<file path="config.mk">
export PLATFORM = sky130hd
export DESIGN_NAME = usb_tx_encoder
export DESIGN_NICKNAME = d
export VERILOG_FILES = /design/src/rtl/usb_tx_encoder.sv
export SDC_FILE = /design/constraint.sdc
export NUM_CORES = 1
export LEC_CHECK = 0
export CAP_MARGIN = 0
export CORE_ASPECT_RATIO = 0.8
export CORE_MARGIN = 8
export CORE_UTILIZATION = 56
export CTS_CLUSTER_SIZE = 16
export DETAILED_ROUTE_END_ITERATION = 12
export GPL_ROUTABILITY_DRIVEN = 0
export PLACE_DENSITY = 0.84
export SLEW_MARGIN = 20
export SYNTH_ARGS = -nofsm -noshare
export SYNTH_HDL_FRONTEND = slang
export SYNTH_SLANG_ARGS = --single-unit
</file>
<file path="constraint.sdc">
create_clock -name clk -period 2.5 [get_ports clk]
set_clock_uncertainty 0.2 [all_clocks]
set_input_delay 0.25 -clock clk [delete_from_list [all_inputs] [get_ports clk]]
set_output_delay 0.25 -clock clk [all_outputs]
set_load 0.05 [all_outputs]
</file>
<file path="src/rtl/usb_tx_encoder.sv">
`default_nettype none
// ============================================================================
// Module   : usb_tx_encoder
// Purpose  : USB full-speed transmit packet encoder. Drains payload bytes
//            from an 8-bit show-ahead FIFO and emits SYNC, PID, payload,
//            optional CRC16 and EOP. The bit stream is bit-stuffed and
//            NRZI-encoded onto D+/D-.
// Ports    : clk, rst          - clock, synchronous active-high reset
//            tx_start, tx_pid  - packet request and PID (sampled in IDLE)
//            r_data, empty     - FIFO head byte and empty flag
//            r_enable          - one-clock FIFO pop strobe
//            tx_busy, tx_done  - packet in flight / end-of-packet pulse
//            d_plus, d_minus   - line outputs (J = 1,0  K = 0,1)
// Options  : define USB_TX_CRC16_EN to append CRC16 to data-class packets.
// Revision : 1.0 - initial release
// ============================================================================
module usb_tx_encoder #(
    parameter int CLKS_PER_BIT = 4,
    parameter int MAX_BYTES    = 64
) (
    input  logic       clk,
    input  logic       rst,
    input  logic       tx_start,
    input  logic [3:0] tx_pid,
    input  logic [7:0] r_data,
    input  logic       empty,
    output logic       r_enable,
    output logic       tx_busy,
    output logic       tx_done,
    output logic       d_plus,
    output logic       d_minus
);

    localparam int c_CNT_W = (CLKS_PER_BIT > 1) ? $clog2(CLKS_PER_BIT) : 1;
    localparam logic [c_CNT_W-1:0] c_CNT_LAST = c_CNT_W'(CLKS_PER_BIT - 1);
    localparam int c_BC_W = $clog2(MAX_BYTES + 1);
    localparam logic [c_BC_W-1:0] c_MAX_BYTES = c_BC_W'(MAX_BYTES);

    localparam logic [2:0] c_ST_IDLE    = 3'd0;
    localparam logic [2:0] c_ST_SYNC    = 3'd1;
    localparam logic [2:0] c_ST_PID     = 3'd2;
    localparam logic [2:0] c_ST_DATA    = 3'd3;
`ifdef USB_TX_CRC16_EN
    localparam logic [2:0] c_ST_CRC     = 3'd4;
`endif
    localparam logic [2:0] c_ST_EOP_SE0 = 3'd5;
    localparam logic [2:0] c_ST_EOP_J   = 3'd6;

    logic [2:0]         r_state;
    logic [c_CNT_W-1:0] r_clk_cnt;
    // Remaining bits of the current field; bit 0 of a field goes straight
    // to the line when the field is loaded, so only bits 7:1 are kept.
    logic [6:0]         r_shift;
    logic [2:0]         r_bit_idx;
    logic [2:0]         r_ones;
    logic [c_BC_W-1:0]  r_byte_cnt;
    logic [3:0]         r_pid;
    logic               r_dp;
    logic               r_dm;
    logic               r_pop;
    logic               r_busy;
    logic               r_done;
`ifdef USB_TX_CRC16_EN
    logic [15:0]        r_crc;
    logic               r_crc_hi;
    logic               w_ncrc_hi;

    // Reflected CRC-16 (poly 0x8005, LSB-first data) advanced by one byte.
    function automatic logic [15:0] f_crc16_byte(input logic [15:0] crc,
                                                 input logic [7:0]  data);
        logic [15:0] c;
        c = crc;
        for (int i = 0; i < 8; i++) begin
            if (c[0] ^ data[i]) c = (c >> 1) ^ 16'hA001;
            else                c = c >> 1;
        end
        return c;
    endfunction
`endif

    logic       w_bit_end;
    logic       w_stuff;
    logic       w_has_byte;
    logic [2:0] w_nstate;
    logic [7:0] w_nshift;
    logic [2:0] w_nidx;
    logic       w_npop;
    logic       w_nbit;

    assign w_bit_end  = (r_clk_cnt == c_CNT_LAST);
    // Only PID/DATA/CRC bits advance the run counter, so SYNC never stuffs.
    assign w_stuff    = (r_ones == 3'd6);
    assign w_has_byte = !empty && (r_byte_cnt < c_MAX_BYTES);
    assign w_nbit     = w_nshift[0];

    // Next bit to send when the current bit time ends and no stuff is owed.
    always_comb begin
        w_nstate = r_state;
        w_nshift = {1'b0, r_shift};
        w_nidx   = r_bit_idx + 3'd1;
        w_npop   = 1'b0;
`ifdef USB_TX_CRC16_EN
        w_ncrc_hi = r_crc_hi;
`endif
        if (r_bit_idx == 3'd7) begin
            w_nidx = 3'd0;
            case (r_state)
                c_ST_SYNC: begin
                    w_nstate = c_ST_PID;
                    w_nshift = {~r_pid, r_pid};
                end
                c_ST_PID, c_ST_DATA: begin
                    if (r_state == c_ST_PID && r_pid[1:0] != 2'b11) begin
                        w_nstate = c_ST_EOP_SE0;
                    end else if (w_has_byte) begin
                        w_nstate = c_ST_DATA;
                        w_nshift = r_data;
                        w_npop   = 1'b1;
                    end else begin
`ifdef USB_TX_CRC16_EN
                        w_nstate  = c_ST_CRC;
                        w_nshift  = ~r_crc[7:0];
                        w_ncrc_hi = 1'b0;
`else
                        w_nstate = c_ST_EOP_SE0;
`endif
                    end
                end
`ifdef USB_TX_CRC16_EN
                c_ST_CRC: begin
                    if (!r_crc_hi) begin
                        w_nshift  = ~r_crc[15:8];
                        w_ncrc_hi = 1'b1;
                    end else begin
                        w_nstate = c_ST_EOP_SE0;
                    end
                end
`endif
                default: ;
            endcase
        end
    end

    always_ff @(posedge clk) begin
        if (rst) begin
            r_state    <= c_ST_IDLE;
            r_clk_cnt  <= '0;
            r_shift    <= '0;
            r_bit_idx  <= '0;
            r_ones     <= '0;
            r_byte_cnt <= '0;
            r_pid      <= '0;
            r_dp       <= 1'b1;
            r_dm       <= 1'b0;
            r_pop      <= 1'b0;
            r_busy     <= 1'b0;
            r_done     <= 1'b0;
`ifdef USB_TX_CRC16_EN
            r_crc      <= 16'hFFFF;
            r_crc_hi   <= 1'b0;
`endif
        end else begin
            r_pop  <= 1'b0;
            r_done <= 1'b0;
            if (r_state != c_ST_IDLE)
                r_clk_cnt <= w_bit_end ? '0 : r_clk_cnt + 1'b1;

            case (r_state)
                c_ST_IDLE: begin
                    if (tx_start) begin
                        r_pid      <= tx_pid;
                        r_state    <= c_ST_SYNC;
                        // SYNC is 0x80: bit 0 (a 0) goes out now as K.
                        r_shift    <= 7'h40;
                        r_bit_idx  <= 3'd0;
                        r_ones     <= 3'd0;
                        r_byte_cnt <= '0;
                        r_clk_cnt  <= '0;
                        r_dp       <= 1'b0;
                        r_dm       <= 1'b1;
                        r_busy     <= 1'b1;
`ifdef USB_TX_CRC16_EN
                        r_crc      <= 16'hFFFF;
`endif
                    end
                end
                c_ST_EOP_SE0: begin
                    if (w_bit_end) begin
                        if (r_bit_idx == 3'd0) begin
                            r_bit_idx <= 3'd1;
                        end else begin
                            r_state <= c_ST_EOP_J;
                            r_dp    <= 1'b1;
                            r_dm    <= 1'b0;
                        end
                    end
                end
                c_ST_EOP_J: begin
                    if (w_bit_end) begin
                        r_state <= c_ST_IDLE;
                        r_busy  <= 1'b0;
                        r_done  <= 1'b1;
                    end
                end
                default: begin
                    if (w_bit_end) begin
                        if (w_stuff) begin
                            // Stuffed 0: toggle the line, hold the field position.
                            r_dp   <= r_dm;
                            r_dm   <= r_dp;
                            r_ones <= 3'd0;
                        end else begin
                            r_state   <= w_nstate;
                            r_shift   <= w_nshift[7:1];
                            r_bit_idx <= w_nidx;
                            r_pop     <= w_npop;
`ifdef USB_TX_CRC16_EN
                            r_crc_hi  <= w_ncrc_hi;
`endif
                            if (w_npop) begin
                                r_byte_cnt <= r_byte_cnt + 1'b1;
`ifdef USB_TX_CRC16_EN
                                r_crc      <= f_crc16_byte(r_crc, r_data);
`endif
                            end
                            if (w_nstate == c_ST_EOP_SE0) begin
                                r_dp      <= 1'b0;
                                r_dm      <= 1'b0;
                                r_bit_idx <= 3'd0;
                            end else begin
                                if (!w_nbit) begin
                                    r_dp <= r_dm;
                                    r_dm <= r_dp;
                                end
                                r_ones <= (w_nbit && w_nstate != c_ST_SYNC) ?
                                          r_ones + 3'd1 : 3'd0;
                            end
                        end
                    end
                end
            endcase
        end
    end

    assign r_enable = r_pop;
    assign tx_busy  = r_busy;
    assign tx_done  = r_done;
    assign d_plus   = r_dp;
    assign d_minus  = r_dm;

endmodule
`default_nettype wire

</file>
==> results <==
[flip-flops by register name, indices dropped and copies added (netlist names)]
signal and count:
d_plus 1, r_bit_idx 3, d_minus 1, r_shift 7, tx_done 1, r_pid 4, r_byte_cnt 7, r_clk_cnt 2
r_enable 1, r_ones 3, tx_busy 1, r_state 3
[kinds of logic after synthesis]
kind of cell	share of synthesized area, %
AOI/OAI and AO/OA	27.5
xor gates and xnor gates	0.880
adders and majority gates	4.40
buffers and inverters	6.34
DFF	34.2
muxes	3.14
and+or+nand+nor	23.6
[worst max-delay path by stage]
stage                               from                         end  slack, ps  depth (start not counted)
2_1_floorplan     r_ones[0]$_SDFFE_PP0P_  r_byte_cnt[0]$_SDFFE_PP0P_        340                          9
3_3_place_gp                       empty  r_byte_cnt[0]$_SDFFE_PP0P_        190                          6
3_5_place_dp                       empty  r_byte_cnt[0]$_SDFFE_PP0P_        130                          6
4_1_cts        r_bit_idx[0]$_SDFFE_PP0P_      r_ones[2]$_SDFFE_PP0P_        100                          7
5_1_grt        r_bit_idx[0]$_SDFFE_PP0P_  r_byte_cnt[0]$_SDFFE_PP0P_        0.5                          7
6_report       r_bit_idx[0]$_SDFFE_PP0P_     r_shift[0]$_SDFFE_PP0P_        150                          6
[routing by layer]
layer,vias to the layer above,wire length [um],GRT usage [%]
li1,931,-,-
met2,90,2430,29.1
met5,-,0,0
met4,0,99,7.84
met3,14,412,5.57
met1,898,2390,24.2
[stage by stage]
| stage | setup WS (ps) | hold WS (ps) | power [mW] | instance area [um2] |
|---|---|---|---|---|
| 2_1_floorplan | 336 | 186 | 0.821 | 1990 |
| 3_3_place_gp | 189 | 248 | 0.909 | 2300 |
| 3_5_place_dp | 127 | 256 | 0.919 | 2300 |
| 4_1_cts | 97.6 | 275 | 1.52 | 2440 |
| 5_1_grt | 0.539 | 288 | 1.58 | 2450 |
| 6_report | 149 | 273 | 1.53 | 2450 |
[critical path: stages (launching register included)]
cell	delay (ps)
dfxtp_1	360
ha_1	180
ha_1	280
nand3b_1	240
nor3_1	640
a222oi_1	230
o2bb2ai_1	170
[cells in the final DEF (no fill, tap or decap), types with 2 or more instances in the layout]
cell type	count
a21o_1	5
a21oi_1	22
a221o_1	2
a222oi_1	6
a311oi_1	3
a31o_2	2
a31oi_1	2
and2_1	2
buf_4	18
bufinv_16	2
clkbuf_8	5
clkdlybuf4s50_1	20
dfxtp_1	33
ha_1	7
inv_1	13
mux2_2	2
mux2i_1	4
nand2_1	20
nand2b_1	5
nand3_1	5
nand4_1	6
nor2_1	20
nor2b_1	4
nor3_1	11
o211ai_1	2
o21a_1	3
o21ai_0	4
o2bb2a_2	2
o2bb2ai_1	7
or3_1	3
[cell type report]
| class | instances | area share, % |
|---|---|---|
| Tap cell | 42 | 2.15 |
| Timing Repair Buffer | 38 | 13.7 |
| Clock inverter | 3 | 2.81 |
| Inverter | 13 | 1.99 |
| Sequential cell | 34 | 27.9 |
| Clock buffer | 5 | 2.81 |
| Multi-Input combinational cell | 174 | 48.7 |
[Yosys cell counts, drive strengths merged, types with 2 or more instances]
master	instances	area [um2]
o21a	3	22.5
buf	7	52.5
nand2b	5	31.3
or3	3	18.8
nor2b	4	25.0
and2	2	12.5
a222oi	6	60.1
inv	13	48.8
a21o	5	37.5
o21ai	4	20.0
nand3b	2	18.8
mux2i	4	40.0
a21oi	23	119
a221o	2	20.0
o2bb2a	2	21.3
a311oi	3	26.3
clkbuf	6	25.0
ha	7	87.6
nand4	6	37.5
dfxtp	34	681
o211ai	2	15.0
a31o	3	26.3
nand3	5	25.0
nor2	20	75.1
nor3	11	55.1
a211oi	3	40.0
nand2	20	75.1
o2bb2ai	7	61.3
a31oi	3	25.0
mux2	2	22.5
[what timing repair did]
| action | in CTS | in global routing |
|---|---|---|
| hold buffers | 0 | 0 |
| endpoints found under the setup margin | 0 | 2 |
| buffers inserted | 0 | 0 |
| resized for setup | 0 | 3 |
[power groups by stage]
stage | Sequential [mW] | Combinational, mW | Clock, mW
finish | 0.602 | 0.316 | 0.608
global route | 0.607 | 0.340 | 0.635
CTS | 0.601 | 0.311 | 0.613
detailed placement | 0.612 | 0.307 | 0
global placement | 0.611 | 0.298 | 0
floorplan | 0.619 | 0.202 | 0
==> summary.txt <==
Run status
  • Status: finished, final reports clean

STA
  • Setup TNS: 0 ps
  • Unrepaired setup endpoints after global routing: no
  • Max-Slew Margin vs Limit: 53.2%
  • FMAX: 425 MHz
  • # setup viols final: 0
  • Max Slew Vio Count: 0
  • Slew @ Worst Pin: 696 ps
  • Tcrit/Tclk final: ~94%
  • Fin crit period: between 2000 and 2500 ps
  • Final Hold Viols: 0

Layout
  • FF+latch area: 682 um2
  • Area Growth Syn to Fin: 22.9%
  • Fin nets: 289
  • FILL cells: 290
  • Cell Count, Final, Fillers Out: 309
  • Layout cells sized above 1: 16.5%
  • Multi-input logic area: 1190 um2
  • Antenna diodes: 0
  • Final core utilization: between 70% and 80%

Global routing
  • Global-route wire length before repair: about 8700 um
  • Vias in the first global route: 1879
  • Largest net degree at the start of global routing: 17
  • Initial antenna violation count: 0
  • Total global-route track usage: 19.1%
  • Total gr overflow: 0

Floorplan
  • Chip height: 69.3 um
  • Site Rows: 19
  • Area of the die: 5730 um2
  • Initial core utilization: 58.2%
  • # IOs: 21
  • Core ar.: 3420 um2
  • Die Wd: 82.7 um

Routing
  • Pre-antenna DRT Iters: 8
  • Vias per cell: 6.26
  • Drt total wl: 5330 um
  • First DRT Iteration DRCs: about 240
  • DRT antenna net count: 0
  • Post-route DRC violation count: 0
  • Drt wl/cell: 17.2 um
  • Via count: 1933

Placement
  • Post-DP HPWL: 3860 um
  • Port buffer count: 20
  • Number of placed instances, taps included: 301

Power
  • Clock power share: 39.8%
  • Sw Ratio: approximately 28%
  • Combinational share of power: about a fifth
  • P_sw: 0.421 mW
  • Power per cell area: between 600 and 700 nW/um2
  • Total leakage power: 0.946 nW
  • Internal power: around 1.1 mW
  • Peak supply drop: 0.000462 V
  • Sequential Power Share: 39.5%

Synth
  • Synth Flop Type: dfxtp_1
  • Synthesized flop and latch total: 34
  • Sequential area share after synthesis: 34.2%
  • Count of cell types in the netlist: between 50 and 60
  • Mapped Area: ~2000 um2
  • EDFF count, synth: 0
  • Cell count after synthesis: 234
  • Syn nets: roughly 260
  • Async S/R FF share, synth: 0%
  • Synth warnings: 0
  • Avg Cell Area, Syn: between 8 and 9 um2

Worst setup path
  • CP Data Arrival Time: about 2400 ps
  • Reg2reg setup slack: 150 ps
  • Worst EP required: 2530 ps
  • Reg2Reg Depth: 6
  • Crit start category: flip-flop
  • Crit Path Class: reg -> reg
  • Crit-path max FO: 6
  • Crit end category: flip-flop
  • Worst R2R Start: r_bit_idx[0]$_SDFFE_PP0P_
  • R2r endpoint: r_shift[0]$_SDFFE_PP0P_

Worst hold path
  • HP Class: reg -> reg
  • Hold endpoint: r_shift[5]$_SDFFE_PP0P_
  • HP Start: r_shift[5]$_SDFFE_PP0P_
  • Hold Path Stages: 1

Job
  • Max cap viols: 0

Clocking
  • Clk buf depth: 2
  • CTS Root Buffer Type: clkbuf_8
  • CTS clk-pin slew, worst paths: around 80 ps
  • Clk_lat worst skew: 290 ps
  • CTS tree: built
  • CTS Buf Count: 5
  • CTS Sinks: 34
  • CTS H-tree depth: 2
(Power assumes the default switching activity.)
